$ cat src/rtl/ntt_pkg.sv
// Shared constants for the NTT stage sequencer: FSM encoding, mode values and
// default transform geometry.
package ntt_pkg;

    localparam int DEF_N        = 256;
    localparam int DEF_LOGN     = 8;
    localparam int DEF_PIPE_LAT = 5;

    typedef logic [1:0] ntt_state_t;

    localparam ntt_state_t ST_IDLE  = 2'd0;
    localparam ntt_state_t ST_RUN   = 2'd1;
    localparam ntt_state_t ST_DRAIN = 2'd2;
    localparam ntt_state_t ST_DONE  = 2'd3;

    localparam logic MODE_NTT  = 1'b0;
    localparam logic MODE_INTT = 1'b1;

endpackage

$ cat src/rtl/ntt_addr_gen.sv
// Combinational butterfly address generator: maps butterfly index j and
// log2 distance k to the two coefficient addresses and the twiddle address.
module ntt_addr_gen
    import ntt_pkg::*;
#(
    parameter int N    = DEF_N,
    parameter int LOGN = DEF_LOGN
) (
    input  logic [LOGN-2:0]         j,
    input  logic [$clog2(LOGN)-1:0] k,
    output logic [LOGN-1:0]         rd_addr_1,
    output logic [LOGN-1:0]         rd_addr_2,
    output logic [LOGN-1:0]         tw_addr
);

    localparam logic [LOGN-1:0] HALF_N = LOGN'(N / 2);

    logic [LOGN-1:0] jx, d, g, o;

    assign jx = {1'b0, j};
    assign d  = LOGN'(1) << k;
    assign g  = jx >> k;
    assign o  = jx & (d - 1'b1);

    // g*2d leaves the low k+1 bits clear and o < d, so OR is the same as add;
    // shifting twice keeps k+1 from overflowing the k width.
    assign rd_addr_1 = ((g << k) << 1) | o;
    assign rd_addr_2 = rd_addr_1 + d;
    assign tw_addr   = (HALF_N >> k) + g;

endmodule

$ cat src/rtl/ntt_stage_ctrl.sv
// In-place radix-2 NTT/INTT stage sequencer: issues one butterfly per cycle,
// drains the datapath between stages and replays addresses for write-back.
module ntt_stage_ctrl
    import ntt_pkg::*;
#(
    parameter int N        = DEF_N,
    parameter int LOGN     = DEF_LOGN,
    parameter int PIPE_LAT = DEF_PIPE_LAT
) (
    input  logic                    clk,
    input  logic                    rst,
    input  logic                    start,
    input  logic                    mode,
    output logic                    busy,
    output logic                    done,
    output logic [$clog2(LOGN)-1:0] stage,
    output logic                    rd_en,
    output logic [LOGN-1:0]         rd_addr_1,
    output logic [LOGN-1:0]         rd_addr_2,
    output logic [LOGN-1:0]         tw_addr,
    output logic                    bf_select,
    output logic                    wr_en,
    output logic [LOGN-1:0]         wr_addr_1,
    output logic [LOGN-1:0]         wr_addr_2
);

    localparam int SW = $clog2(LOGN);
    localparam int DW = $clog2(PIPE_LAT + 1);
    localparam logic [SW-1:0] LAST_STAGE = SW'(LOGN - 1);
    localparam logic [DW-1:0] LAST_DRAIN = DW'(PIPE_LAT - 1);

    ntt_state_t      state;
    logic [LOGN-2:0] j;
    logic [DW-1:0]   dcnt;
    logic [SW-1:0]   k;
    logic [LOGN-1:0] gen_a1, gen_a2, gen_tw;

    logic [PIPE_LAT:1]           vld_pipe;
    logic [PIPE_LAT:1][LOGN-1:0] a1_pipe, a2_pipe;

    // NTT walks distance N/2 down to 1, INTT walks it back up.
    assign k = (bf_select == MODE_NTT) ? LAST_STAGE - stage : stage;

    ntt_addr_gen #(.N(N), .LOGN(LOGN)) u_addr_gen (
        .j         (j),
        .k         (k),
        .rd_addr_1 (gen_a1),
        .rd_addr_2 (gen_a2),
        .tw_addr   (gen_tw)
    );

    assign rd_en     = (state == ST_RUN);
    assign busy      = (state == ST_RUN) || (state == ST_DRAIN);
    assign done      = (state == ST_DONE);
    assign rd_addr_1 = rd_en ? gen_a1 : '0;
    assign rd_addr_2 = rd_en ? gen_a2 : '0;
    assign tw_addr   = rd_en ? gen_tw : '0;

    always_ff @(posedge clk) begin
        if (rst) begin
            state     <= ST_IDLE;
            stage     <= '0;
            j         <= '0;
            dcnt      <= '0;
            bf_select <= 1'b0;
        end else begin
            case (state)
                ST_IDLE: if (start) begin
                    state     <= ST_RUN;
                    bf_select <= mode;
                    stage     <= '0;
                    j         <= '0;
                end
                ST_RUN: begin
                    j <= j + 1'b1;
                    if (j == '1) begin
                        state <= ST_DRAIN;
                        dcnt  <= '0;
                    end
                end
                ST_DRAIN: begin
                    dcnt <= dcnt + 1'b1;
                    // Last write-back of the stage lands in this cycle; the
                    // next stage's first read relies on write-then-read RAM.
                    if (dcnt == LAST_DRAIN) begin
                        if (stage == LAST_STAGE) begin
                            state <= ST_DONE;
                        end else begin
                            state <= ST_RUN;
                            stage <= stage + 1'b1;
                            j     <= '0;
                        end
                    end
                end
                default: state <= ST_IDLE;
            endcase
        end
    end

    always_ff @(posedge clk) begin
        if (rst) begin
            vld_pipe <= '0;
            a1_pipe  <= '0;
            a2_pipe  <= '0;
        end else begin
            vld_pipe[1] <= rd_en;
            a1_pipe[1]  <= rd_addr_1;
            a2_pipe[1]  <= rd_addr_2;
            for (int i = 2; i <= PIPE_LAT; i++) begin
                vld_pipe[i] <= vld_pipe[i-1];
                a1_pipe[i]  <= a1_pipe[i-1];
                a2_pipe[i]  <= a2_pipe[i-1];
            end
        end
    end

    assign wr_en     = vld_pipe[PIPE_LAT];
    assign wr_addr_1 = a1_pipe[PIPE_LAT];
    assign wr_addr_2 = a2_pipe[PIPE_LAT];

endmodule

$ cat config.mk
export PLATFORM = sky130hd
export DESIGN_NAME = ntt_stage_ctrl
export DESIGN_NICKNAME = d
export VERILOG_FILES = /design/src/rtl/ntt_pkg.sv /design/src/rtl/ntt_addr_gen.sv /design/src/rtl/ntt_stage_ctrl.sv
export SDC_FILE = /design/constraint.sdc
export NUM_CORES = 1
export LEC_CHECK = 0
export ABC_AREA = 1
export CAP_MARGIN = 20
export CORE_MARGIN = 5
export CORE_UTILIZATION = 48
export CTS_BUF_LIST = sky130_fd_sc_hd__clkbuf_8 sky130_fd_sc_hd__clkbuf_16
export DETAILED_ROUTE_END_ITERATION = 8
export PLACE_DENSITY_LB_ADDON = 0.12
export SLEW_MARGIN = 10
export SYNTH_ARGS = -nofsm -noshare
export SYNTH_HDL_FRONTEND = slang
export SYNTH_HIERARCHICAL = 1
export SYNTH_SLANG_ARGS = --single-unit
$ cat constraint.sdc
create_clock -name clk -period 3.4 [get_ports clk]
set_input_delay 0.68 -clock clk [delete_from_list [all_inputs] [get_ports clk]]
set_output_delay 0.68 -clock clk [all_outputs]
set_load 0.01 [all_outputs]
Yosys cells after proc, flatten, opt, wreduce, memory -nomap -nowiden
Cells that the tools add are included.

Register bits: 101. Bits in latches: 0. RAM bits: 0. Memory bits (read-only): 0. Bits of input ports: 4. Output and inout bits: 48. Logic and storage cells: 68. Memories: 0.

Add/sub/neg operators: 7. $mul: 0. Div/mod/pow operators: 0. Magnitude comparators: 0. Equality and inequality tests: 10. Shift-type cells: 4. Multiplexer cells: 19. Bitwise logic cells: 2. Reductions and logical operators: 10.

Operators with widths (count): 2-to-1 mux 8 bit (3); 2-to-1 mux 7 bit (3); one-hot mux 7 bit (3 select lines) (1); adder 8 bit (2); 2-to-1 mux 3 bit (5); one-hot mux 3 bit (2 select lines) (2); bitwise AND 7 x 8 -> 8 bit (1); 2-to-1 mux 2 bit (4); bitwise OR 8 bit (1); AND reduction 4 bit (2); left shift 1 x 3 -> 8 bit, first input constant (1); left shift 8 x 3 -> 7 bit (1); >> shifter 7 x 3 -> 8 bit (1); >> shifter 8 x 3 -> 8 bit, first input constant (1); subtractor 8 x 1 -> 8 bit, second input constant (1); adder 7 x 1 -> 7 bit, second input constant (1); == test 7 bit, second input constant (1); adder 3 x 1 -> 3 bit, second input constant (2); == test 3 bit, second input constant (2); one-hot mux 2 bit (3 select lines) (1); == test 2 bit, second input constant (2); inequality test 2 x 1 -> 1 bit, second input constant (2); inequality test 2 bit, second input constant (2); AND reduction 2 bit (2); 7 further kinds (8).

Depth between registers and ports, before layout
Depth after elaboration: 8. Depth in mapped cells: 25. Depth with buffers taken out: 23.

Modules after synthesis
The synthesis kept the hierarchy.

By module, submodules not included: ntt_stage_ctrl (instances 1, cells an instance 461, area each 3714.8 µm², seq. area each 2021.9 µm²); ntt_addr_gen (instances 1, cells an instance 173, area each 1014.7 µm², seq. area each 0.0 µm²).

Worst setup path before layout
No wires, ideal clock.

Path type: register to output. Start point: register bf_select. End point: output rd_addr_2[7]. Data arrival time: 2.815 ns. Required time: 2.720 ns. Path slack: -0.095 ns. Stages on the path, launching flop included: 26. Path buffers: 2. Cell sequence: dfxtp_1 xnor2_1 buf_6 inv_4 buf_6 nand2_1 nand2_1 nand2_1 nand3_2 and2_4 nand2_1 nand2_1 nand2_1 nand3_1 ha_1 nand2_1 inv_1 o21ai_0 nand3_1 or2_2 nand2_1 inv_1 nand3_1 nand2_1 nand2_1 inv_1.

Cells in the longest elaborated chain, start to end: 7. Elaborated cells on any way between the ends: 9. Those cells by class: add/sub (2); shift (3); mux (2); bitwise (2).

RTL lines: from (decl) (RTL line ntt_stage_ctrl.sv:21) `output logic bf_select,`; from (signal assigned) (RTL line ntt_stage_ctrl.sv:70) `bf_select <= mode;`; 2-to-1 mux 3 bit * (RTL line ntt_stage_ctrl.sv:42) `assign k = (bf_select == MODE_NTT) ? LAST_STAGE - stage : stage;`; net k[0] (RTL line ntt_stage_ctrl.sv:35) `logic [SW-1:0] k;`; left shift 1 x 3 -> 8 bit (RTL line ntt_addr_gen.sv:21) `assign d = LOGN'(1) << k;`; subtractor 8 x 1 -> 8 bit (RTL line ntt_addr_gen.sv:23) `assign o = jx & (d - 1'b1);`; bitwise AND 7 x 8 -> 8 bit (RTL line ntt_addr_gen.sv:23); bitwise OR 8 bit * (RTL line ntt_addr_gen.sv:27) `assign rd_addr_1 = ((g << k) << 1) | o;`; net gen_a1[4] (RTL line ntt_stage_ctrl.sv:36) `logic [LOGN-1:0] gen_a1, gen_a2, gen_tw;`; adder 8 bit * (RTL line ntt_addr_gen.sv:28) `assign rd_addr_2 = rd_addr_1 + d;`; net gen_a2[7] (RTL line ntt_stage_ctrl.sv:36); 2-to-1 mux 8 bit * (RTL line ntt_stage_ctrl.sv:56) `assign rd_addr_2 = rd_en ? gen_a2 : '0;`; to (decl) (RTL line ntt_stage_ctrl.sv:19) `output logic [LOGN-1:0] rd_addr_2,`.

The timed path passes the listed nets; every way through them passes the cells marked *.

Worst setup path in the final report
Same ends and word-level chain as after synthesis.

==> metrics <==
CP startpoint kind=flip-flop; DRT iter0 DRCs=approximately 150; Root Buffer=clkbuf_8; max_cap viols=0; core area=about 0.0097 sq mm; fill count=~800; Die Span X=~110 um; Residual DRC=0; Fin Clk Skew=9.00 ps; initial core utilization=48.8%; GPL Wtd Cong=around 0.86; count of different cell masters after synthesis=39; syn avg cell area=approximately 7.5 sq um; Die ar.=0.0119 sq mm; total grt overflow=0; DR WL/cell=roughly 12 um; initial antenna violation count=0; Critical Path End Type=output pin; hold path start=a2_pipe[13]; Worst slew margin=~45%; Pwr per Cell Area=about 660 mW/mm^2; Vias/cell=4.44; CTS tree=built; Final #Nets=around 800; Clock Path Buffers=2; post-route cell area=between 0.006 and 0.007 sq mm; Fin Hold WS=around 400 ps; Post-DP HPWL=between 7 and 8 mm; Antenna Cells=0; Synth Area in Compound Gates=between 3 and 4%; row count=36; cells after synthesis=between 600 and 700; worst skew pair latency=350 ps; endpoints failing hold=0; Period minus WS final=roughly 4000 ps; post-synth top area share=between 40% and 50%; DR pass1 iterations=4; Synth Area in Adders=approximately 5.4%; pin count of the biggest net entering global routing=91; Setup TNS=-3170 ps; overall routing resource usage=about a fifth; Synth-to-Final Area Change=39.3%; Warnings, synthesis=6; port bufs=between 50 and 60; Sink Count=between 100 and 150; failing checks=setup timing; HP Class=flip-flop to flip-flop; register area share after synthesis=between 40 and 50%; CTS hold repair buffers=0; # IOs=52; DP Area=between 0.005 and 0.006 sq mm; DRT Wirelength=approximately 11 mm; RR Startpoint=bf_select; RSZ-0062 raised after global routing=yes; DIE HEIGHT=between 100 and 150 um; Routed Antenna Nets=0; synthesized flop and latch total=between 100 and 150; most frequent cells after synthesis=inv_1, nand2_1, nor2_1; status=finished, violations left; Worst Setup Slack, final=-484 ps; final-report setup violation count=13; Synth area leaders=dfxtp_1, inv_1, nand2_1; top-count cell post-synth=inv_1; Max Slew Vio Count=0; TritonCTS Buffers=9; H-tree levels=3; first-pass GRT wire length=~18 mm; post-synthesis simple-gate area fraction=29.4%; Final Cycle Share=114%; DR vias=4,038; leakage power=3.24 nW; number of global-route vias before repair=roughly 4,000; largest family of logic cells by synthesized area=simple AND/OR/NAND/NOR gates; fraction of layout cells with a size suffix above 1=31.8%; worst endpoint data arrival time=about 3200 ps; Max VDD drop=0.259 mV; Post-Syn Area=approximately 0.0047 sq mm; Setup CP Type=flip-flop to output pin; Syn Nets=between 600 and 700; post-synth top area cell=dfxtp_1; Clk pin slew, worst setup/hold paths=roughly 100 ps; CP startpoint=bf_select; Worst-Margin Slew=roughly 820 ps; Post-synth EDFFs=0; Max Freq=roughly 260 MHz; CP Max Fanout=7; Post-Synth XOR/XNOR Area=between 2 and 3%; Req. time, crit path=~2700 ps; post-synthesis mux area share=0%; Async SR Flop Fraction=0%; main flop type after synthesis=dfxtp_1
==> through the flow <==
stage	cells	total power, mW	setup WS (ps)	utilization (%)
after floorplan	634	2.37	44.3	-
after global placement	855	3.00	-576	59.5
after detailed placement	855	3.02	-647	59.5
after CTS	904	4.25	-424	66.9
after global routing	909	4.61	-692	68.0
final	909	4.34	-484	68.0
==> path summary, 6_finish.rpt <==
path | cells past startpoint | to | slack, ps
worst max register to register | 30 | a2_pipe[7] | -350
worst min register to register | 2 | a2_pipe[21] | 400
worst min-delay path | 2 | a2_pipe[21] | 400
worst max-delay path | 23 | rd_addr_2[7] | -480
==> report_power, final <==
group	internal, mW	switching (mW)	leakage, nW	total [mW]
Combinational	1.10	1.12	2.31	2.22
Sequential	1.26	0.0465	0.817	1.31
Clock	0.376	0.426	0.111	0.803
Total	2.74	1.60	3.24	4.34
==> cell usage in the layout, fill, tap and decap left out, types with 7 or more instances in the layout <==
cell | Yosys | final
inv_1 | 123 | 119
nand2_1 | 120 | 100
nor2_1 | 103 | 100
dfxtp_1 | 101 | 99
buf_4 | 18 | 89
clkdlybuf4s50_1 | 0 | 31
nand3_1 | 39 | 29
nand2_2 | 7 | 24
buf_6 | 7 | 23
nand3_2 | 4 | 14
a21oi_1 | 14 | 13
buf_2 | 4 | 13
nand2_4 | 9 | 12
ha_1 | 19 | 12
clkbuf_8 | 0 | 10
inv_2 | 5 | 8
xor2_1 | 8 | 7
==> area by class of cell <==
| cell class | count | area, sq um | area share, % |
|---|---|---|---|
| Sequential cell | 101 | 2030 | 30.8 |
| Timing Repair Buffer | 164 | 1400 | 21.3 |
| Clock buffer | 10 | 138 | 2.09 |
| Inverter | 129 | 489 | 7.43 |
| Multi-Input combinational cell | 366 | 2280 | 34.7 |
| Clock inverter | 6 | 78.8 | 1.20 |
| Tap cell | 133 | 166 | 2.53 |
==> flip-flops by register name (all words and copies together) (netlist names) <==
| register | cells |
|---|---|
| a1_pipe | 32 |
| a2_pipe | 32 |
| bf_select | 1 |
| dcnt | 3 |
| j | 7 |
| stage | 3 |
| state | 2 |
| vld_pipe | 5 |
| wr_addr_1 | 8 |
| wr_addr_2 | 8 |
==> logic make-up after synthesis <==
family	Yosys count
compound gates	32
simple gates	299
other cells	1
flops	101
buf+inv	167
xor+xnor	14
fa+ha+maj	20
==> critical path, stage by stage, from the launching register on <==
cell and delay [ps]:
dfxtp_4 370, buf_12 140, xnor2_4 160, buf_6 150, buf_4 140, buf_6 130
a21oi_1 120, o21ai_0 130, o21ai_2 90, nand3_2 110, ha_4 300, nand2_2 50
inv_2 70, nand4_1 150, nand3_2 120, buf_4 110, nand2_2 40, nand2_2 70
inv_1 40, nand3_1 70, nand2_1 50, nand2_1 80, inv_1 40, buf_2 130
==> metal layers <==
metal  wire length (um)  vias up  GRT usage (%)  part of all wire [%]
met2               5480       68           34.0                    51
met5                  0        -              0                     0
met3                396       15           3.37                   3.7
met4                205        0           6.77                   1.9
met1               4700     1834           22.6                    44
li1                   -     2121              -                     -
==> timing repair <==
| item | 4_1_cts | 5_1_grt |
|---|---|---|
| pin swaps | 32 | 22 |
| setup buffers | 34 | 5 |
| gates resized for setup | 136 | 23 |
| endpoints found under the hold margin | 0 | 0 |
| setup endpoints to repair | 19 | 17 |
No activity file was read; power rests on OpenSTA's default activity.
